## config.mk

```make
export PLATFORM = sky130hd
export DESIGN_NAME = iter_divider
export DESIGN_NICKNAME = d
export VERILOG_FILES = /design/src/rtl/rv32_pkg.sv /design/src/rtl/div_step.sv /design/src/rtl/iter_divider.sv
export SDC_FILE = /design/constraint.sdc
export NUM_CORES = 1
export LEC_CHECK = 0
export CORE_MARGIN = 10
export CORE_UTILIZATION = 40
export DETAILED_ROUTE_END_ITERATION = 10
export PLACE_DENSITY = 0.69
export SETUP_SLACK_MARGIN = 0.05
export SLEW_MARGIN = 0
export SYNTH_ARGS = -nofsm -noshare
export SYNTH_HDL_FRONTEND = slang
export SYNTH_SLANG_ARGS = --single-unit
```

## constraint.sdc

```tcl
create_clock -name i_clk -period 6.4 [get_ports i_clk]
set_clock_uncertainty 0.2 [all_clocks]
set_input_delay 0.96 -clock i_clk [delete_from_list [all_inputs] [get_ports i_clk]]
set_output_delay 0.96 -clock i_clk [all_outputs]
set_load 0.01 [all_outputs]
```

## src/rtl/rv32_pkg.sv

```systemverilog
// Shared RV32 decode constants and the divider state encoding.
package rv32_pkg;

  // Major opcodes used by the core's control FSM.
  localparam logic [6:0] OP_RTYPE  = 7'b0110011;
  localparam logic [6:0] OP_ITYPE  = 7'b0010011;
  localparam logic [6:0] OP_LOAD   = 7'b0000011;
  localparam logic [6:0] OP_STORE  = 7'b0100011;
  localparam logic [6:0] OP_BRANCH = 7'b1100011;

  localparam logic [6:0] F7_MULDIV = 7'b0000001;

  localparam logic [2:0] F3_DIV  = 3'b100;
  localparam logic [2:0] F3_DIVU = 3'b101;
  localparam logic [2:0] F3_REM  = 3'b110;
  localparam logic [2:0] F3_REMU = 3'b111;

  typedef enum logic [2:0] {IDLE, CALC, SIGN, SPECIAL, DONE} div_state_t;

  // True for the R-type M-extension encodings that go to the divider.
  function automatic logic is_div_op(input logic [6:0] opcode, input logic [6:0] func7,
                                     input logic [2:0] func3);
    return (opcode == OP_RTYPE) && (func7 == F7_MULDIV) && func3[2];
  endfunction

endpackage

```

## src/rtl/div_step.sv

```systemverilog
// One restoring-division step: shift the next dividend bit into the partial
// remainder, subtract the divisor when it fits and shift in the quotient bit.
module div_step #(
  parameter int unsigned XLEN = 32
) (
  input  logic [XLEN-1:0] i_rem,
  input  logic [XLEN-1:0] i_quo,
  input  logic [XLEN-1:0] i_div,
  output logic [XLEN-1:0] o_rem,
  output logic [XLEN-1:0] o_quo
);

  // Partial remainder is one bit wider so the trial subtract's borrow lands in the MSB.
  logic [XLEN:0] w_shift;
  logic [XLEN:0] w_diff;
  logic          w_fits;

  assign w_shift = {i_rem, i_quo[XLEN-1]};
  assign w_diff  = w_shift - {1'b0, i_div};
  assign w_fits  = ~w_diff[XLEN];

  // Restore (keep shifted value) when the divisor does not fit.
  always_comb begin
    o_rem = w_shift[XLEN-1:0];
    o_quo = {i_quo[XLEN-2:0], w_fits};
    if (w_fits) begin
      o_rem = w_diff[XLEN-1:0];
    end
  end

endmodule

```

## src/rtl/iter_divider.sv

```systemverilog
// Iterative DIV/DIVU/REM/REMU unit: one quotient bit per cycle on operand
// magnitudes, sign fix-up afterwards, RISC-V results for the special cases.
module iter_divider
  import rv32_pkg::*;
#(
  parameter int unsigned XLEN = 32
) (
  input  logic            i_clk,
  input  logic            i_rst,
  input  logic            i_start,
  input  logic [2:0]      i_func3,
  input  logic [XLEN-1:0] i_op1,
  input  logic [XLEN-1:0] i_op2,
  output logic            o_busy,
  output logic            o_done,
  output logic [XLEN-1:0] o_result
);

  localparam int unsigned CntW = $clog2(XLEN);
  localparam logic [XLEN-1:0] MinNeg = {1'b1, {(XLEN-1){1'b0}}};

  div_state_t      r_state;
  div_state_t      w_state_d;
  logic [XLEN-1:0] r_op1;
  logic [XLEN-1:0] r_quo;
  logic [XLEN-1:0] r_rem;
  logic [XLEN-1:0] r_dvs;
  logic [CntW-1:0] r_cnt;
  logic            r_rem_sel;
  logic            r_neg_q;
  logic            r_neg_r;
  logic [XLEN-1:0] r_result;

  logic            w_signed_in;
  logic            w_accept;
  logic            w_special;
  logic [XLEN-1:0] w_abs1;
  logic [XLEN-1:0] w_abs2;
  logic [XLEN-1:0] w_rem_nx;
  logic [XLEN-1:0] w_quo_nx;
  logic [XLEN-1:0] w_quo_fix;
  logic [XLEN-1:0] w_rem_fix;
  logic [XLEN-1:0] w_special_res;

  assign w_signed_in = ~i_func3[0];
  assign w_accept    = i_start & i_func3[2] & ((r_state == IDLE) | (r_state == DONE));
  assign w_special   = (i_op2 == '0) |
                       (w_signed_in & (i_op1 == MinNeg) & (i_op2 == '1));
  // Magnitude of 0x8000_0000 wraps to itself, which is correct read as unsigned.
  assign w_abs1      = (w_signed_in & i_op1[XLEN-1]) ? -i_op1 : i_op1;
  assign w_abs2      = (w_signed_in & i_op2[XLEN-1]) ? -i_op2 : i_op2;

  assign w_quo_fix   = r_neg_q ? -r_quo : r_quo;
  assign w_rem_fix   = r_neg_r ? -r_rem : r_rem;
  // A zero latched divisor means divide-by-zero; otherwise it is the signed overflow case.
  assign w_special_res = (r_dvs == '0) ? (r_rem_sel ? r_op1 : '1)
                                       : (r_rem_sel ? '0 : MinNeg);

  div_step #(
    .XLEN (XLEN)
  ) u_div_step (
    .i_rem (r_rem),
    .i_quo (r_quo),
    .i_div (r_dvs),
    .o_rem (w_rem_nx),
    .o_quo (w_quo_nx)
  );

  // State register and datapath: latch on accept, iterate in CALC, write result.
  always_ff @(posedge i_clk) begin
    if (i_rst) begin
      r_state   <= IDLE;
      r_op1     <= '0;
      r_quo     <= '0;
      r_rem     <= '0;
      r_dvs     <= '0;
      r_cnt     <= '0;
      r_rem_sel <= 1'b0;
      r_neg_q   <= 1'b0;
      r_neg_r   <= 1'b0;
      r_result  <= '0;
    end else begin
      r_state <= w_state_d;
      unique case (r_state)
        IDLE, DONE: begin
          if (w_accept) begin
            r_op1     <= i_op1;
            r_quo     <= w_abs1;
            r_dvs     <= w_abs2;
            r_rem     <= '0;
            r_cnt     <= CntW'(XLEN - 1);
            r_rem_sel <= i_func3[1];
            r_neg_q   <= w_signed_in & (i_op1[XLEN-1] ^ i_op2[XLEN-1]);
            r_neg_r   <= w_signed_in & i_op1[XLEN-1];
          end
        end
        CALC: begin
          r_rem <= w_rem_nx;
          r_quo <= w_quo_nx;
          r_cnt <= r_cnt - 1'b1;
        end
        SIGN:    r_result <= r_rem_sel ? w_rem_fix : w_quo_fix;
        SPECIAL: r_result <= w_special_res;
        default: ;
      endcase
    end
  end

  // Next-state decode and status outputs.
  always_comb begin
    w_state_d = r_state;
    o_busy    = 1'b0;
    o_done    = 1'b0;
    unique case (r_state)
      IDLE: begin
        if (w_accept) w_state_d = w_special ? SPECIAL : CALC;
      end
      CALC: begin
        o_busy = 1'b1;
        if (r_cnt == '0) w_state_d = SIGN;
      end
      SIGN: begin
        o_busy    = 1'b1;
        w_state_d = DONE;
      end
      SPECIAL: begin
        o_busy    = 1'b1;
        w_state_d = DONE;
      end
      DONE: begin
        o_done    = 1'b1;
        w_state_d = IDLE;
        if (w_accept) w_state_d = w_special ? SPECIAL : CALC;
      end
      default: w_state_d = IDLE;
    endcase
  end

  assign o_result = r_result;

endmodule

```

==> insert_results.sql, run 1 <==
INSERT INTO impl_metrics (metric_group, metric, value, unit) VALUES
('status', 'status', 'complete, no violations', ''),
('logic_synthesis', 'register_bit_total_from_synthesis', '171', ''),
('detailed_routing', 'met3_wirelength', '2.81', 'mm'),
('detailed_routing', 'wl_met2', '16.1', 'mm'),
('hold_path', 'min_path_type', 'flop to flop', ''),
('critical_path', 'endpoint_kind', 'flop', ''),
('cts', 'clkTransAtPathRegs', '0.07', 'ns'),
('critical_path', 'critical_path.reg2reg.endpoint', 'r_rem[29]', ''),
('finish', 'final_layout_size_suffix_gt1_share', '4.57', '%'),
('logic_synthesis', 'synth_mux_area_share', '2.48', '%'),
('logic_synthesis', 'ys_dominant_reg_cell', 'dfxtp_1', ''),
('cts', 'cts_hold_repair.buffers', '0', ''),
('logic_synthesis', 'number_of_enable_flip_flop_cells_after_synthesis', '0', ''),
('logic_synthesis', 'synth_fa_ha_area_share', '4.45', '%'),
('logic_synthesis', 'yosysWarningCount', '0', ''),
('global_route', 'grt_overflow', '0', ''),
('floorplanning', 'die_y', '189', 'um'),
('detailed_routing', 'routedWlPerCell', '18.7', 'um'),
('logic_synthesis', 'yosysSeqAreaShare', '30.0', '%'),
('detailed_routing', 'routedLengthMet1', '16.8', 'mm'),
('floorplanning', 'rows', '61', ''),
('cts', 'clock_tree.htree_level_count', '4', ''),
('global_route', 'grt_pass1_wl', '58.0', 'mm'),
('floorplanning', 'initial_utilization', '40.8', '%'),
('detailed_routing', 'first_iter_violations', '1033', ''),
('critical_path', 'timing.rr.start', 'r_quo[31]', ''),
('critical_path', 'worst_ep_arrival_time', '4.11', 'ns'),
('cts', 'postCtsResizedCells', '0', ''),
('critical_path', 'worst_setup_path_startpoint', 'r_quo[31]', ''),
('logic_synthesis', 'synth.net_count', '1627', ''),
('cts', 'cts_root_buf', 'clkbuf_16', ''),
('finish', 'layout.filler_cells', '2780', ''),
('sta', 'timing.max_slew.rel_slack', '18.1', '%'),
('detailed_routing', 'total_via_count_after_detailed_routing', '11200', ''),
('critical_path', 'critical_path_peak_fanout', '17', ''),
('critical_path', 'critical_path_start_end_classification', 'flop to flop', ''),
('logic_synthesis', 'synth_area', '0.0114', 'mm2'),
('critical_path', 'cp-start-kind', 'flop', ''),
('logic_synthesis', 'asyncSetResetFlopFracSynth', '0', '%'),
('floorplanning', 'coreArea', '0.0280', 'mm2'),
('critical_path', 'worstSetupEndpoint', 'r_rem[29]', ''),
('placed_design', 'placed_area', '0.0127', 'mm2'),
('finish', 'final_net_count', '1673', ''),
('sta', 'min_period', '4.00', 'ns'),
('sta', 'tightest_pin_transition', '1.23', 'ns'),
('logic_synthesis', 'synth_compound_gate_area_share', '26.3', '%'),
('cts', 'clkLatencyLatePin', '0.44', 'ns'),
('detailed_routing', 'firstDrtPassIters', '6', ''),
('cts', 'cts.repair_timing.setup_buffer_count', '0', ''),
('finish', 'sequential_standard_cell_area', '0.00342', 'mm2'),
('global_route', 'grtUsageTotal', '19.8', '%'),
('sta', 'setup_viol', '0', ''),
('logic_synthesis', 'synth_top_family_by_area', 'compound AO/OA/AOI/OAI gates', ''),
('logic_synthesis', 'xor_xnor_share_of_the_synthesized_area', '11.0', '%'),
('power_and_ir_drop', 'vdd_ir_drop_max', '0.182', 'mV'),
('cts', 'cts_buffers', '17', ''),
('finish', 'n_antenna_cell', '0', ''),
('critical_path', 'r2r.worst_path.cells', '13', ''),
('critical_path', 'rrSetupSlack', '2.40', 'ns'),
('placed_design', 'gp_congestion', '0.914', ''),
('power_and_ir_drop', 'leakagePower', '4.82', 'nW'),
('power_and_ir_drop', 'power_density', '235', 'mW/mm2'),
('sta', 'fmax', '250', 'MHz'),
('floorplanning', 'design.die.area', '0.0357', 'mm2'),
('finish', 'area_used_by_multi_input_combinational_logic', '0.00747', 'mm2'),
('logic_synthesis', 'synthesis.instances', '1517', ''),
('cts', 'tritoncts', 'yes', ''),
('cts', 'clk_path_buf_depth', '2', ''),
('detailed_routing', 'route.detailed.vias_per_inst', '5.74', ''),
('global_route', 'via_count_of_the_first_global_routing_pass', '10500', ''),
('sta', 'rsz0062_at_grt', 'no', '');
## state kept, by name (all words and copies together), names as in the netlist
signal / flops
o_result: 32
r_cnt: 5
r_dvs: 32
r_neg_q: 1
r_neg_r: 1
r_op1: 32
r_quo: 32
r_rem: 32
r_rem_sel: 1
r_state: 3
## stage by stage
step                worst slack [ns]  std cells  power [mW]  hold WS, ns
global route                    2.14       1954        3.28        0.271
floorplan                       3.06       1517        1.77        0.233
detailed placement              2.02       1922        2.02        0.248
global placement                2.10       1922        2.00        0.242
CTS                             2.45       1954        3.13        0.259
finish                          2.40       1954        3.13        0.255
## worst max-delay path, stage by stage (launching register included)
cell and delay [ns]:
dfxtp_1 0.42, inv_1 0.07, ha_1 0.23, fa_1 0.41
nand2b_1 0.21, a21oi_1 0.32, o211ai_1 0.22, a211oi_1 0.31
nor3_1 0.13, xnor2_2 0.48, buf_4 0.36, mux2_2 0.36
nand2_1 0.07, o211ai_1 0.09
## cell usage after synthesis (all sizes together), types with 10 or more instances
cell | number | area, um2
a211oi | 32 | 240
a21o | 15 | 113
a21oi | 142 | 711
a22oi | 39 | 293
a31oi | 21 | 131
buf | 10 | 55.1
clkbuf | 81 | 304
dfxtp | 171 | 3420
ha | 39 | 488
inv | 53 | 199
mux2i | 26 | 260
nand2 | 229 | 860
nand2b | 22 | 138
nand3 | 14 | 70.1
nand4 | 14 | 87.6
nor2 | 117 | 439
nor2b | 10 | 62.6
nor3 | 26 | 130
nor4 | 20 | 138
o211ai | 29 | 218
o21ai | 109 | 546
o31ai | 25 | 211
o41ai | 11 | 119
or3 | 18 | 113
or4 | 13 | 105
xnor2 | 66 | 578
xor2 | 77 | 674
## layout by cell type (no fill, tap or decap), types with 32 or more instances in the layout
cell             count
clkdlybuf4s50_1    102
xnor2_1             65
a22oi_1             39
xor2_1              77
ha_1                39
inv_1               53
dfxtp_1            171
o21ai_0             97
nand2_1            229
a211oi_1            32
a21oi_1            142
nor2_1             115
## worst min-delay path by stage
stage,startpoint,to,slack (ns),depth (start not counted)
3_3_place_gp,o_result[24],o_result[24],0.24,2
2_1_floorplan,r_op1[3],r_op1[3],0.23,2
6_report,o_result[21],o_result[21],0.25,2
4_1_cts,r_op1[17],r_op1[17],0.26,2
3_5_place_dp,r_op1[2],r_op1[2],0.25,2
5_1_grt,r_op1[5],r_op1[5],0.27,2
## where the power goes
| group | internal (mW) | switching (mW) |
|---|---|---|
| logic | 0.336 | 0.488 |
| registers | 1.12 | 0.0678 |
| clock network | 0.638 | 0.485 |
## cells by family after synthesis
logic type | count (synthesis)
AO/OA/AOI/OAI | 474
XOR/XNOR | 143
adder cells (fa/ha/maj) | 40
multiplexers | 28
flip-flops | 171
buffers and inverters | 144
AND/OR/NAND/NOR | 517
## layout make-up
cell class	instances	share of cell area, %
multi-input cells	1202	56.0
flip-flops and latches	171	25.7
repair buffers	118	8.56
well taps	378	3.55
clock buffers	19	3.32
inverters	53	1.49
clock inverters	13	1.35
## per-layer routing
layer	GRT usage [%]	vias to the layer above
li1	-	5525
met4	6.96	2
met1	27.1	5233
met5	0	-
met2	30.3	407
met3	3.90	53
(Power assumes the default switching activity.)
==> inputs of run 2 (changes only) <==
--- a/config.mk
+++ b/config.mk
@@ -8,7 +8,7 @@
 export CORE_MARGIN = 10
 export CORE_UTILIZATION = 40
 export DETAILED_ROUTE_END_ITERATION = 10
-export PLACE_DENSITY = 0.69
+export PLACE_DENSITY = 0.71
 export SETUP_SLACK_MARGIN = 0.05
 export SLEW_MARGIN = 0
 export SYNTH_ARGS = -nofsm -noshare
==> constraint.sdc (replaced) <==
create_clock -name i_clk -period 3.6 [get_ports i_clk]
set_clock_uncertainty 0.2 [all_clocks]
set_input_delay 0.54 -clock i_clk [delete_from_list [all_inputs] [get_ports i_clk]]
set_output_delay 0.54 -clock i_clk [all_outputs]
set_load 0.01 [all_outputs]
==> insert_results.sql, run 2 (synthesis gave the netlist of run 1 again) <==
INSERT INTO impl_metrics (metric_group, metric, value, unit) VALUES
('power_and_ir_drop', 'leakagePower', '5.04', 'nW'),
('global_route', 'antenna_violations_before_repair', '0', ''),
('sta', 'holdWs', '0.252', 'ns'),
('cts', 'cts_buffers', '17', ''),
('placed_design', 'place_inst', '1969', ''),
('cts', 'cts_hold_repair.buffers', '0', ''),
('detailed_routing', 'first_iter_violations', '1114', ''),
('critical_path', 'r2r.worst_path.cells', '12', ''),
('floorplanning', 'design.die.area', '0.0357', 'mm2'),
('sta', 'period_utilization_post_route', '91.6', '%'),
('hold_path', 'hold_end', 'o_result[21]', ''),
('detailed_routing', 'postRouteAntennaNets', '0', ''),
('global_route', 'busiest_layer', 'met2', ''),
('sta', 'tns', '0', 'ns'),
('power_and_ir_drop', 'design_power_total', '5.54', 'mW'),
('critical_path', 'critical_path.reg2reg.endpoint', 'r_rem[30]', ''),
('global_route', 'use_met1', '26.7', '%'),
('cts', 'tritoncts', 'yes', ''),
('cts', 'clkTransAtPathRegs', '0.07', 'ns'),
('critical_path', 'worst_ep_arrival_time', '3.42', 'ns'),
('critical_path', 'rrSetupSlack', '0.30', 'ns'),
('sta', 'tightest_pin_transition', '0.793', 'ns'),
('cts', 'cts_root_buf', 'clkbuf_16', ''),
('finish', 'final-instance-count-excl-fill', '2001', ''),
('run', 'maxCapViolations', '0', ''),
('floorplanning', 'floorplan.die.width', '189', 'um'),
('critical_path', 'critical_path_peak_fanout', '3', ''),
('placed_design', 'placed_area', '0.0131', 'mm2'),
('cts', 'clkSinkCount', '171', ''),
('detailed_routing', 'routed_wirelength', '37.4', 'mm'),
('finish', 'layout_common_cells', '229 x nand2_1, 171 x dfxtp_1, 142 x a21oi_1, 115 x nor2_1, 102 x clkdlybuf4s50_1', ''),
('floorplanning', 'initial_utilization', '40.8', '%'),
('detailed_routing', 'route.detailed.drc', '0', ''),
('hold_path', 'min_path_cells', '2', ''),
('status', 'status', 'complete, no violations', ''),
('finish', 'finish.instance_area', '0.0137', 'mm2'),
('placed_design', 'count_of_buffers_from_port_buffering', '103', ''),
('global_route', 'grtUsageTotal', '20.3', '%'),
('global_route', 'via_count_of_the_first_global_routing_pass', '10800', ''),
('detailed_routing', 'firstDrtPassIters', '7', ''),
('critical_path', 'cp.required', '3.73', 'ns'),
('global_route', 'grt_max_degree', '69', ''),
('floorplanning', 'coreArea', '0.0280', 'mm2'),
('hold_path', 'min_path_type', 'flop to flop', ''),
('finish', 'final_layout_size_suffix_gt1_share', '7.33', '%'),
('finish', 'layout.cells.most_common', 'nand2_1', ''),
('floorplanning', 'die_y', '189', 'um'),
('sta', 'final_hold_viol_count', '0', ''),
('detailed_routing', 'route.detailed.vias_per_inst', '5.76', ''),
('global_route', 'groute.layer.met3.usage', '5.55', '%'),
('sta', 'timing.max_slew.rel_slack', '47.1', '%'),
('critical_path', 'endpoint_kind', 'flop', ''),
('sta', 'setup_viol', '0', ''),
('floorplanning', 'rows', '61', ''),
('placed_design', 'place_hpwl', '28.3', 'mm'),
('cts', 'clock_tree.htree_level_count', '4', ''),
('detailed_routing', 'total_via_count_after_detailed_routing', '11500', ''),
('floorplanning', 'floorplan.io_pins', '104', ''),
('critical_path', 'cp-start-kind', 'flop', ''),
('critical_path', 'critical_path_start_end_classification', 'flop to flop', ''),
('sta', 'rsz0062_at_grt', 'no', ''),
('power_and_ir_drop', 'power_density', '405', 'mW/mm2'),
('hold_path', 'min-delay-start', 'o_result[21]', ''),
('detailed_routing', 'routedWlPerCell', '18.7', 'um'),
('cts', 'clk_path_buf_depth', '2', ''),
('power_and_ir_drop', 'vdd_ir_drop_max', '0.269', 'mV'),
('global_route', 'grt_pass1_wl', '58.9', 'mm'),
('cts', 'cts.repair_timing.setup_buffer_count', '0', ''),
('placed_design', 'gp_congestion', '0.922', ''),
('cts', 'postCtsResizedCells', '0', ''),
('cts', 'clkLatencyLatePin', '0.44', 'ns'),
('critical_path', 'timing.rr.start', 'r_quo[31]', ''),
('sta', 'timing_max_transition_violations_final', '0', ''),
('global_route', 'grt_overflow', '0', ''),
('finish', 'areaGrowthSynthToFinish', '19.7', '%'),
('global_route', 'globalRouteMet2Util', '30.8', '%'),
('sta', 'min_period', '3.30', 'ns'),
('finish', 'final_net_count', '1720', ''),
('finish', 'n_antenna_cell', '0', ''),
('sta', 'fmax', '303', 'MHz');
-- run 2: cell types whose count changed in the layout (fill, tap and decap cells not counted) --
cell	delta
clkbuf_8	-1
clkinv_4	+1
buf_4	+45
inv_6	+1
bufinv_16	-1
buf_12	+2
clkinvlp_4	+2
inv_8	-2
-- run 2: where the power goes --
group	internal (mW)	total, mW	switching (mW)
Sequential	1.99	2.10	0.117
Combinational	0.647	1.54	0.895
Clock	1.04	1.90	0.856
-- run 2: worst max-delay path by stage --
| stage | start | endpoint |
|---|---|---|
| 5_1_grt | r_quo[31] | r_rem[30] |
| 2_1_floorplan | r_quo[31] | r_rem[29] |
| 4_1_cts | r_quo[31] | r_rem[30] |
| 6_report | r_quo[31] | r_rem[30] |
| 3_5_place_dp | i_op2[9] | r_dvs[25] |
| 3_3_place_gp | i_op2[6] | r_dvs[21] |
-- run 2: cell type report --
| class | count | area (um2) |
|---|---|---|
| Clock buffer | 18 | 429 |
| Sequential cell | 171 | 3420 |
| Clock inverter | 14 | 160 |
| Multi-Input combinational cell | 1202 | 7470 |
| Tap cell | 378 | 473 |
| Inverter | 53 | 199 |
| Timing Repair Buffer | 165 | 1520 |
| Fill cell | 2731 | 14300 |
-- run 2: critical path, cell delays in order, from the launching register on --
cell      delay (ns)
dfxtp_1         0.33
inv_1           0.04
ha_1            0.21
fa_1            0.40
nand2b_1        0.22
a21oi_1         0.25
o211ai_1        0.21
o21ai_0         0.27
a21oi_1         0.15
o21ai_0         0.33
a31oi_1         0.17
mux2i_1         0.14
a211o_1         0.26
-- run 2: layer usage --
layer	up-vias	share of wire [%]	wire, um
li1	5610	-	-
met1	5383	45	16700
met3	65	9.1	3400
met2	460	44	16300
met4	0	2.8	1060
met5	-	0	0
-- run 2: stage by stage --
step                setup WS [ns]  util, %
global route               0.0604     48.8
CTS                         0.328     48.8
global placement            0.194     46.7
finish                      0.302     48.8
detailed placement          0.152     46.7
floorplan                   0.474        -
==> inputs of run 3 (changes only) <==
--- a/config.mk
+++ b/config.mk
@@ -10,7 +10,8 @@
 export DETAILED_ROUTE_END_ITERATION = 10
 export PLACE_DENSITY = 0.71
 export SETUP_SLACK_MARGIN = 0.05
-export SLEW_MARGIN = 0
+export SLEW_MARGIN = 5
 export SYNTH_ARGS = -nofsm -noshare
 export SYNTH_HDL_FRONTEND = slang
+export SYNTH_HIERARCHICAL = 1
 export SYNTH_SLANG_ARGS = --single-unit
==> insert_results.sql, run 3 <==
INSERT INTO impl_metrics (metric_group, metric, value, unit) VALUES
('power_and_ir_drop', 'power.share.clock', '31.2', '%'),
('sta', 'timing.max_slew.rel_slack', '31.4', '%'),
('power_and_ir_drop', 'power.share.switching', '35.7', '%'),
('global_route', 'antenna_violations_before_repair', '0', ''),
('detailed_routing', 'met3_wirelength', '3.37', 'mm'),
('logic_synthesis', 'ys_types', '86', ''),
('sta', 'rsz0062_at_grt', 'yes', ''),
('hold_path', 'min-delay-start', 'o_result[23]', ''),
('cts', 'clkLatencyLatePin', '0.44', 'ns'),
('logic_synthesis', 'synthSimpleGateAreaFrac', '20.1', '%'),
('logic_synthesis', 'number_of_enable_flip_flop_cells_after_synthesis', '0', ''),
('global_route', 'grt_max_degree', '70', ''),
('detailed_routing', 'postRouteAntennaNets', '0', ''),
('critical_path', 'critical_path_peak_fanout', '9', ''),
('finish', 'n_antenna_cell', '0', ''),
('finish', 'final-instance-count-excl-fill', '2032', ''),
('logic_synthesis', 'synth_compound_gate_area_share', '27.4', '%'),
('floorplanning', 'rows', '63', ''),
('critical_path', 'cp.required', '3.69', 'ns'),
('logic_synthesis', 'synth_mux_area_share', '3.76', '%'),
('detailed_routing', 'route.detailed.drc', '0', ''),
('cts', 'tritoncts', 'yes', ''),
('sta', 'final_hold_viol_count', '0', ''),
('floorplanning', 'die_y', '195', 'um'),
('floorplanning', 'floorplan.io_pins', '104', ''),
('detailed_routing', 'routed_wirelength', '40.6', 'mm'),
('hold_path', 'min_path_type', 'flop to flop', ''),
('logic_synthesis', 'asyncSetResetFlopFracSynth', '0', '%'),
('cts', 'cts_root_buf', 'clkbuf_16', ''),
('power_and_ir_drop', 'power_switching', '2.09', 'mW'),
('cts', 'clkSinkCount', '171', ''),
('critical_path', 'critical_path_start_end_classification', 'flop to flop', ''),
('sta', 'setup_viol', '0', ''),
('sta', 'period_utilization_post_route', '98.3', '%'),
('logic_synthesis', 'synthesis.instances', '1573', ''),
('power_and_ir_drop', 'power_density', '408', 'mW/mm2'),
('critical_path', 'r2r.worst_path.cells', '16', ''),
('logic_synthesis', 'synth_fa_ha_area_share', '4.16', '%'),
('floorplanning', 'coreArea', '0.0299', 'mm2'),
('detailed_routing', 'total_via_count_after_detailed_routing', '12300', ''),
('power_and_ir_drop', 'power.share.sequential', '36.0', '%'),
('cts', 'cts_buffers', '17', ''),
('global_route', 'via_count_of_the_first_global_routing_pass', '11500', ''),
('status', 'status', 'complete, no violations', ''),
('detailed_routing', 'top_signal_layer_used', 'met4', ''),
('critical_path', 'worst_ep_arrival_time', '3.63', 'ns'),
('sta', 'timing_max_transition_violations_final', '0', ''),
('sta', 'holdWs', '0.250', 'ns'),
('finish', 'areaGrowthSynthToFinish', '17.4', '%'),
('global_route', 'grt_pass1_wl', '63.7', 'mm'),
('logic_synthesis', 'ys_dominant_reg_cell', 'dfxtp_1', ''),
('logic_synthesis', 'yosysWarningCount', '6', ''),
('critical_path', 'timing.rr.start', 'r_quo[31]', ''),
('floorplanning', 'initial_utilization', '40.9', '%'),
('logic_synthesis', 'netlist_top_cells_area', 'dfxtp_1 28%, a21oi_1 5.4%, xnor2_1 5.0%', ''),
('logic_synthesis', 'register_bit_total_from_synthesis', '171', ''),
('cts', 'clkTransAtPathRegs', '0.08', 'ns'),
('finish', 'layout_common_cells', '170 x dfxtp_1, 149 x nand2_1, 131 x a21oi_1, 122 x nor2_1, 102 x clkdlybuf4s50_1', ''),
('power_and_ir_drop', 'leakagePower', '5.38', 'nW'),
('cts', 'clk_path_buf_depth', '2', ''),
('floorplanning', 'floorplan.die.width', '195', 'um'),
('finish', 'final_layout_size_suffix_gt1_share', '10.4', '%'),
('power_and_ir_drop', 'power_frac_comb', '32.8', '%'),
('run', 'maxCapViolations', '0', ''),
('global_route', 'grtUsageTotal', '20.4', '%'),
('placed_design', 'place_inst', '1997', ''),
('detailed_routing', 'first_iter_violations', '1194', ''),
('power_and_ir_drop', 'vdd_ir_drop_max', '0.278', 'mV'),
('hold_path', 'min_path_cells', '2', ''),
('detailed_routing', 'routedWlPerCell', '20.0', 'um'),
('logic_synthesis', 'synth.net_count', '1683', ''),
('logic_synthesis', 'synth_top_cells_by_count', '171 x dfxtp_1, 149 x nand2_1, 132 x a21oi_1', ''),
('sta', 'fmax', '282', 'MHz'),
('logic_synthesis', 'xor_xnor_share_of_the_synthesized_area', '9.40', '%'),
('cts', 'cts_hold_repair.buffers', '0', ''),
('finish', 'layout.cells.most_common', 'dfxtp_1', ''),
('detailed_routing', 'wl_met2', '18.1', 'mm'),
('cts', 'clock_tree.htree_level_count', '4', ''),
('detailed_routing', 'firstDrtPassIters', '8', ''),
('placed_design', 'count_of_buffers_from_port_buffering', '103', ''),
('placed_design', 'place_hpwl', '30.4', 'mm'),
('logic_synthesis', 'yosysSeqAreaShare', '28.0', '%'),
('detailed_routing', 'route.detailed.vias_per_inst', '6.07', ''),
('detailed_routing', 'routedLengthMet1', '17.9', 'mm'),
('logic_synthesis', 'synth_area', '0.0122', 'mm2'),
('floorplanning', 'design.die.area', '0.0379', 'mm2'),
('logic_synthesis', 'post-synth-top-count-cell', 'dfxtp_1', ''),
('logic_synthesis', 'mean_syn_cell_area', '7.76', 'um2'),
('global_route', 'grt_overflow', '0', ''),
('sta', 'tightest_pin_transition', '1.03', 'ns'),
('finish', 'layout.filler_cells', '2862', ''),
('placed_design', 'gp_congestion', '0.957', ''),
('critical_path', 'worst_setup_path_startpoint', 'r_quo[31]', ''),
('logic_synthesis', 'synth_top_area_share', '28.0', '%'),
('finish', 'final_net_count', '1739', ''),
('critical_path', 'cp-start-kind', 'flop', ''),
('power_and_ir_drop', 'p_int', '3.76', 'mW'),
('critical_path', 'endpoint_kind', 'flop', ''),
('sta', 'min_period', '3.54', 'ns'),
('logic_synthesis', 'synth_top_family_by_area', 'compound AO/OA/AOI/OAI gates', ''),
('logic_synthesis', 'synth_area_leader_cell', 'dfxtp_1', '');
run 3: cell count changes after synthesis, moves of 10 or more:
cell and change:
nand3_1 +18, a21oi_1 -10, buf_4 +33, o21ai_0 -13, mux2i_1 -12, a22oi_1 +25, clkbuf_1 +11, o22ai_1 +13
xor2_1 -16, mux2_4 +19, nand2_1 -80, o211ai_1 -20
run 3: layer usage:
metal / vias to the layer above / global-route usage (%)
met5: - / 0
met4: 0 / 8.06
met3: 70 / 3.58
met2: 580 / 31.3
met1: 5813 / 27.6
li1: 5862 / -
run 3: path summary, 6_finish.rpt:
kind                   to  slack, ns
max             r_rem[14]       0.06
min          o_result[23]       0.25
max reg2reg     r_rem[14]       0.06
min reg2reg  o_result[23]       0.25
run 3: area by class of cell:
cell class              count  area [um2]  area share (%)
inverters                  56         218            1.52
clock inverters            15         160            1.12
multi-input cells        1211        8030            56.0
repair buffers            172        1600            11.1
flip-flops and latches    171        3420            23.9
clock buffers              17         425            2.97
well taps                 390         488            3.40
run 3: power by group through the flow:
| stage | combinational (mW) | clock, mW | sequential (mW) |
|---|---|---|---|
| 3_5_place_dp | 1.83 | 0 | 2.14 |
| 2_1_floorplan | 1.35 | 0 | 2.11 |
| 4_1_cts | 1.85 | 1.84 | 2.10 |
| 3_3_place_gp | 1.81 | 0 | 2.14 |
| 5_1_grt | 2.07 | 1.93 | 2.11 |
| 6_report | 1.92 | 1.83 | 2.10 |
run 3: logic make-up (layout without fill, tap and decap cells):
family / Yosys count / after routing
AND/OR/NAND/NOR: 490 / 490
AO/OA/AOI/OAI: 514 / 514
flip-flops: 171 / 171
XOR/XNOR: 131 / 131
multiplexers: 36 / 36
adder cells (fa/ha/maj): 40 / 40
buffers and inverters: 191 / 260
run 3: metrics by stage:
step / setup slack (ns) / cell area, um2 / power (mW) / setup TNS, ns / util [%]
final: 0.0597 / 14300 / 5.85 / 0 / 48.0
after global routing: -0.117 / 14300 / 6.12 / -1.66 / 48.0
after CTS: 0.0510 / 14200 / 5.79 / 0 / 47.7
after detailed placement: -0.0291 / 13600 / 3.97 / -0.295 / 45.6
after global placement: 0.0731 / 13600 / 3.94 / 0 / 45.6
after floorplan: 0.191 / 12200 / 3.46 / 0 / -
run 3: worst max-delay path, stage by stage (launching register included):
cell and delay [ns]:
dfxtp_2 0.34, inv_1 0.04, ha_2 0.19, fa_2 0.34, and2b_1 0.24, o2111ai_2 0.16
a21oi_2 0.24, o2111ai_2 0.18, a211oi_2 0.27, nor2_2 0.07, mux2i_1 0.20, and2_4 0.21
inv_8 0.07, buf_12 0.14, mux2_4 0.30, a22oi_2 0.15, nor2_1 0.06
run 3: what timing repair did:
item / 4_1_cts / 5_1_grt
buffers inserted: 1 / 2
pin swaps: 3 / 5
setup endpoints to repair: 17 / 23
gates resized for setup: 3 / 18
==> edit 1 (settings of run 3) <==
Re-encode `div_state_t` (5 states) as one-hot, 5 bits wide.
--- a/src/rtl/rv32_pkg.sv
+++ b/src/rtl/rv32_pkg.sv
@@ -15,7 +15,7 @@
   localparam logic [2:0] F3_REM  = 3'b110;
   localparam logic [2:0] F3_REMU = 3'b111;
 
-  typedef enum logic [2:0] {IDLE, CALC, SIGN, SPECIAL, DONE} div_state_t;
+  typedef enum logic [4:0] {IDLE = 5'b00001, CALC = 5'b00010, SIGN = 5'b00100, SPECIAL = 5'b01000, DONE = 5'b10000} div_state_t;
 
   // True for the R-type M-extension encodings that go to the divider.
   function automatic logic is_div_op(input logic [6:0] opcode, input logic [6:0] func7,
Formal check against the unedited RTL: no difference found for any inputs over 10 cycles, from zero or initial values and one cycle with i_rst high; not proved beyond that.
==> edit 1 against run 3 <==
  * Worst setup slack improved by 0.081 ns
  * Sequential cell count up 2
  * Critical path depth down 3
  * First-iteration DRC count rose by 16%
  * Wire length rose by 0.95%
  * Sequential share of layout area up 0.59 points
  * Final area down 1.3%
  * Via count fell by 0.47%
  * Non-clock buffer count did not move
  * Synthesized area down 0.67%
  * Total power decreased by 16%
==> edit 1: results <==
metrics = {
    "critical_path": {
        "cp_top_family": "compound AO/OA/AOI/OAI gates",
        "cp_slowest_cell": "nor4_1",
        "r2r_setup_slack_ns": 0.14,
        "critPathKind": "reg2reg",
        "timing.rr.end": "r_rem[29]",
        "cp_max_fo": 8,
        "reg2reg_from": "r_rem[0]",
        "cp.arrival_ns": 3.57,
        "rr_worst_depth": 13,
        "critPathMaxStageDelay_ns": 0.44,
    },
    "drt": {
        "wl_met2_microns": 18200,
        "wl_per_cell_microns": 20.0,
        "vias": 12267,
        "drt_iter0_markers": 1384,
        "firstDrtPassIters": 7,
        "highest_layer": "met4",
        "dr_wl_met3_microns": 3110,
        "m1WireLength_microns": 18600,
    },
    "placed_design": {
        "port_buffers": 103,
        "gp_congestion": 0.955,
        "dpl_worst_slack_ns": 0.0336,
        "dpl_cell_area_sq_mm": 0.0135,
        "hpwlAfterDp_microns": 31400,
    },
    "finish": {
        "layout.nets": 1754,
        "fill_cells": 2917,
        "fin_cells": 2047,
        "drive_above_1_share_pct": 9.24,
    },
    "sta": {
        "timing.hold.ws_ns": 0.241,
        "finalCritPeriodShare_pct": 96.1,
        "final_max_slew_viol_count": 0,
        "worst-slew-pin-transition_ns": 1.15,
    },
    "synthesis": {
        "synthArstFlopShare_pct": 0,
        "synthTopCellsByArea": "dfxtp_1, nand2_1, a21oi_1, xor2_1, xnor2_1",
        "synth_fp_nets": 1695,
        "postSynthCellCount": 1585,
        "yosysUniqueCellTypes": 82,
        "synth_commonest_cells": "nand2_1, dfxtp_1, a21oi_1",
        "yosysWarnings": 6,
        "yosysSeqAreaShare_pct": 28.6,
    },
    "pwr": {
        "p_leak_nw": 5.25,
        "ir_drop_mv": 0.280,
    },
    "grt": {
        "groute.usage.overall_pct": 20.6,
        "grt_pass1_vias": 11378,
        "grt_antenna_before_repair": 1,
        "grt_max_degree": 64,
        "grt_pass1_wl_microns": 64100,
    },
    "min_path": {
        "min_to": "o_result[5]",
        "hold_start": "o_result[5]",
    },
    "cts": {
        "cts_buffer_depth": 2,
        "clk-insertion-delay-late_ns": 0.45,
        "cts_made_buffers": 17,
    },
    "run_status": {
        "status": "finished clean",
    },
}
edit 1: layout make-up:
type                            count  area, sq um  share of cell area (%)
Tap cell                          390          488                    3.45
Antenna cell                        1         2.50                  0.0177
Inverter                           53          201                    1.42
Clock inverter                     14          146                    1.03
Multi-Input combinational cell   1227         7840                    55.4
Clock buffer                       17          425                    3.01
Timing Repair Buffer              172         1580                    11.2
Sequential cell                   173         3460                    24.5
edit 1: report_power, final:
part,internal [mW],switching (mW),leakage [nW]
combinational,0.416,0.582,3.56
sequential,1.99,0.0967,1.41
clock,0.921,0.915,0.278
total,3.33,1.59,5.25
edit 1: cell families after synthesis:
logic type / after synthesis / share of synthesized area (%)
buffers and inverters: 185 / 7.02
adder cells (fa/ha/maj): 40 / 4.19
XOR/XNOR: 140 / 10.1
AO/OA/AOI/OAI: 449 / 24.3
flip-flops: 173 / 28.6
AND/OR/NAND/NOR: 569 / 22.7
multiplexers: 29 / 3.20
edit 1: layer usage:
layer	GRT usage (%)	vias to the layer above
met1	28.8	5833
met2	31.4	511
li1	-	5856
met5	0	-
met4	7.30	0
met3	3.18	67
edit 1: worst max path at each step:
stage                 to  cells after the start
2_1_floorplan  r_rem[25]                     16
3_3_place_gp    r_rem[4]                     16
3_5_place_dp    r_rem[4]                     16
4_1_cts        r_rem[14]                     16
5_1_grt        r_rem[26]                     16
6_report       r_rem[29]                     13
edit 1: tightest hold or removal path, delay by kind of cell, from the launching register on:
family / cells / cell delay (ns)
flip-flops: 1 / 0.32
AND/OR/NAND/NOR: 2 / 0.09
edit 1: what timing repair did:
| item | CTS | global route |
|---|---|---|
| endpoints found under the setup margin | 18 | 21 |
| gates resized for setup | 2 | 6 |
| setup buffers | 0 | 2 |
| pin swaps | 1 | 3 |
==> edit 2 (settings of run 3) <==
Without the edit above. `XLEN` is set to 32 in 2 places; all go to 64.
--- a/src/rtl/div_step.sv
+++ b/src/rtl/div_step.sv
@@ -1,7 +1,7 @@
 // One restoring-division step: shift the next dividend bit into the partial
 // remainder, subtract the divisor when it fits and shift in the quotient bit.
 module div_step #(
-  parameter int unsigned XLEN = 32
+  parameter int unsigned XLEN = 64
 ) (
   input  logic [XLEN-1:0] i_rem,
   input  logic [XLEN-1:0] i_quo,
--- a/src/rtl/iter_divider.sv
+++ b/src/rtl/iter_divider.sv
@@ -3,7 +3,7 @@
 module iter_divider
   import rv32_pkg::*;
 #(
-  parameter int unsigned XLEN = 32
+  parameter int unsigned XLEN = 64
 ) (
   input  logic            i_clk,
   input  logic            i_rst,
Ports: changed (resized i_op1, i_op2 and o_result); port bits go from 104 to 200. The function was not compared with the original's and may differ.
==> edit 2 against run 3 <==
  * The flow now finishes with violations (setup timing)
  * Via count grew 120%
  * Sequential cell count up 161
  * Wire length grew 130%
  * Worst setup slack got worse by 0.087 ns
  * Synthesized area up 98%
  * Total power rose by 93%
  * Final area up 110%
  * Count of clock-buffer cells in the layout increased by 33
  * Critical path type unchanged
  * Largest power group is now clock
==> edit 2: results <==
metrics = {
    "sta": {
        "worst_slack_ns": -0.0271,
        "worst-slew-pin-transition_ns": 1.05,
        "setup_violations": 3,
    },
    "critical_path": {
        "cp.arrival_ns": 3.83,
        "rr_worst_depth": 18,
        "cp_slowest_cell": "fa_2",
        "cp_max_fo": 8,
        "cp_top_family": "compound AO/OA/AOI/OAI gates",
        "timing.rr.end": "r_rem[21]",
        "reg2reg_from": "r_quo[63]",
    },
    "placed_design": {
        "port_buffers": 199,
        "gp_congestion": 0.967,
        "hpwlAfterDp_microns": 70400,
        "dpl_cell_area_sq_mm": 0.0285,
        "dpl_worst_slack_ns": -0.196,
    },
    "min_path": {
        "hp-class": "in2reg",
        "min_to": "r_op1[25]",
        "hold_start": "i_rst",
    },
    "synthesis": {
        "synth_fp_nets": 3501,
        "synth_edf_count": 0,
        "synthTopCellsByArea": "dfxtp_1, nand2_1, xnor2_1, a21oi_1, o21ai_0",
        "yosysWarnings": 6,
        "yosysSeqAreaShare_pct": 27.4,
        "synthArstFlopShare_pct": 0,
        "synth_commonest_cells": "nand2_1, dfxtp_1, a21oi_1",
        "yosysUniqueCellTypes": 89,
    },
    "grt": {
        "grt_pass1_wl_microns": 143000,
        "grt_max_degree": 151,
        "grt_pass1_vias": 24761,
        "groute.usage.overall_pct": 25.1,
        "grt_antenna_before_repair": 0,
    },
    "finish": {
        "drive_above_1_share_pct": 15.6,
        "layout.nets": 3802,
    },
    "run_status": {
        "violations": "setup timing",
        "status": "finished, violations left",
    },
    "drt": {
        "m1WireLength_microns": 38200,
        "drt_iter0_markers": 2929,
        "vias": 26854,
        "wl_met2_microns": 42800,
        "dr_wl_met3_microns": 8670,
        "firstDrtPassIters": 8,
        "wl_per_cell_microns": 21.4,
        "highest_layer": "met4",
    },
    "cts": {
        "cts_made_buffers": 39,
        "htree_levels": 2,
        "clk_pin_slew_ns": 0.06,
        "clk-insertion-delay-late_ns": 0.60,
        "cts_buffer_depth": 3,
        "cts-root-buf": "clkbuf_16",
    },
    "pwr": {
        "p_leak_nw": 11.9,
        "ir_drop_mv": 0.315,
    },
}
## edit 2: changes by cell type in the layout (fill, tap and decap cells not counted), sizes merged, moves of 66 or more
| cell | change |
|---|---|
| buf | +285 |
| nand2 | +259 |
| dfxtp | +161 |
| o21ai | +159 |
| a21oi | +146 |
| nor2 | +140 |
| clkdlybuf4s50 | +96 |
| xnor2 | +93 |
| a22oi | +66 |
## edit 2: kinds of logic after synthesis
logic type	count (synthesis)	synth area share, %
flops	332	27.4
simple gates	1098	21.8
buf+inv	409	7.55
mux	10	0.418
fa+ha+maj	72	3.75
compound gates	1087	28.7
xor+xnor	287	10.4
## edit 2: worst max-delay path by stage
stage	startpoint	endpoint	slack, ns	cells after the start
2_1_floorplan	r_quo[63]	r_rem[60]	0.17	16
3_3_place_gp	i_op2[9]	r_dvs[37]	-0.19	9
3_5_place_dp	r_quo[63]	r_rem[60]	-0.20	16
4_1_cts	r_quo[63]	r_rem[4]	0.04	17
5_1_grt	r_dvs[12]	r_rem[63]	-0.26	14
6_report	r_quo[63]	r_rem[21]	-0.03	18
## edit 2: metrics by stage
step / TNS [ns] / util [%] / cells / total power [mW] / hold WS (ns)
finish: -0.0411 / 50.9 / 4407 / 11.3 / 0.115
global route: -6.99 / 50.9 / 4406 / 11.7 / 0.136
CTS: 0 / 50.0 / 4392 / 11.1 / 0.0984
detailed placement: -5.75 / 47.4 / 4318 / 6.95 / 0.243
global placement: -3.16 / 47.4 / 4318 / 6.93 / 0.234
floorplan: 0 / - / 3295 / 5.82 / 0.231
## edit 2: per-layer routing
metal  vias up  GRT usage, %
met2      1367          40.3
met1     12680          32.0
li1      12578             -
met4         0          12.2
met3       229          4.49
met5         -             0
## edit 2: layout make-up
cell class	instances	area (sq um)
sequential	332	6660
inverter	113	424
clock inverter	19	239
tap	782	978
multi-input combinational	2554	16300
clock buffer	50	1080
fill	5819	29500
timing repair buffer	556	4940
antenna	1	2.50
## edit 2: timing repair
action	CTS	global route
gates cloned	1	3
hold buffers	0	0
setup buffers	4	11
resized for setup	41	140
pin swaps	15	72
setup endpoints to repair	64	68
## edit 2: power by group
part | switching (mW) | leakage [nW] | internal, mW
clock | 1.75 | 0.657 | 2.42
combinational | 1.80 | 8.54 | 1.24
sequential | 0.203 | 2.71 | 3.86
total | 3.75 | 11.9 | 7.52
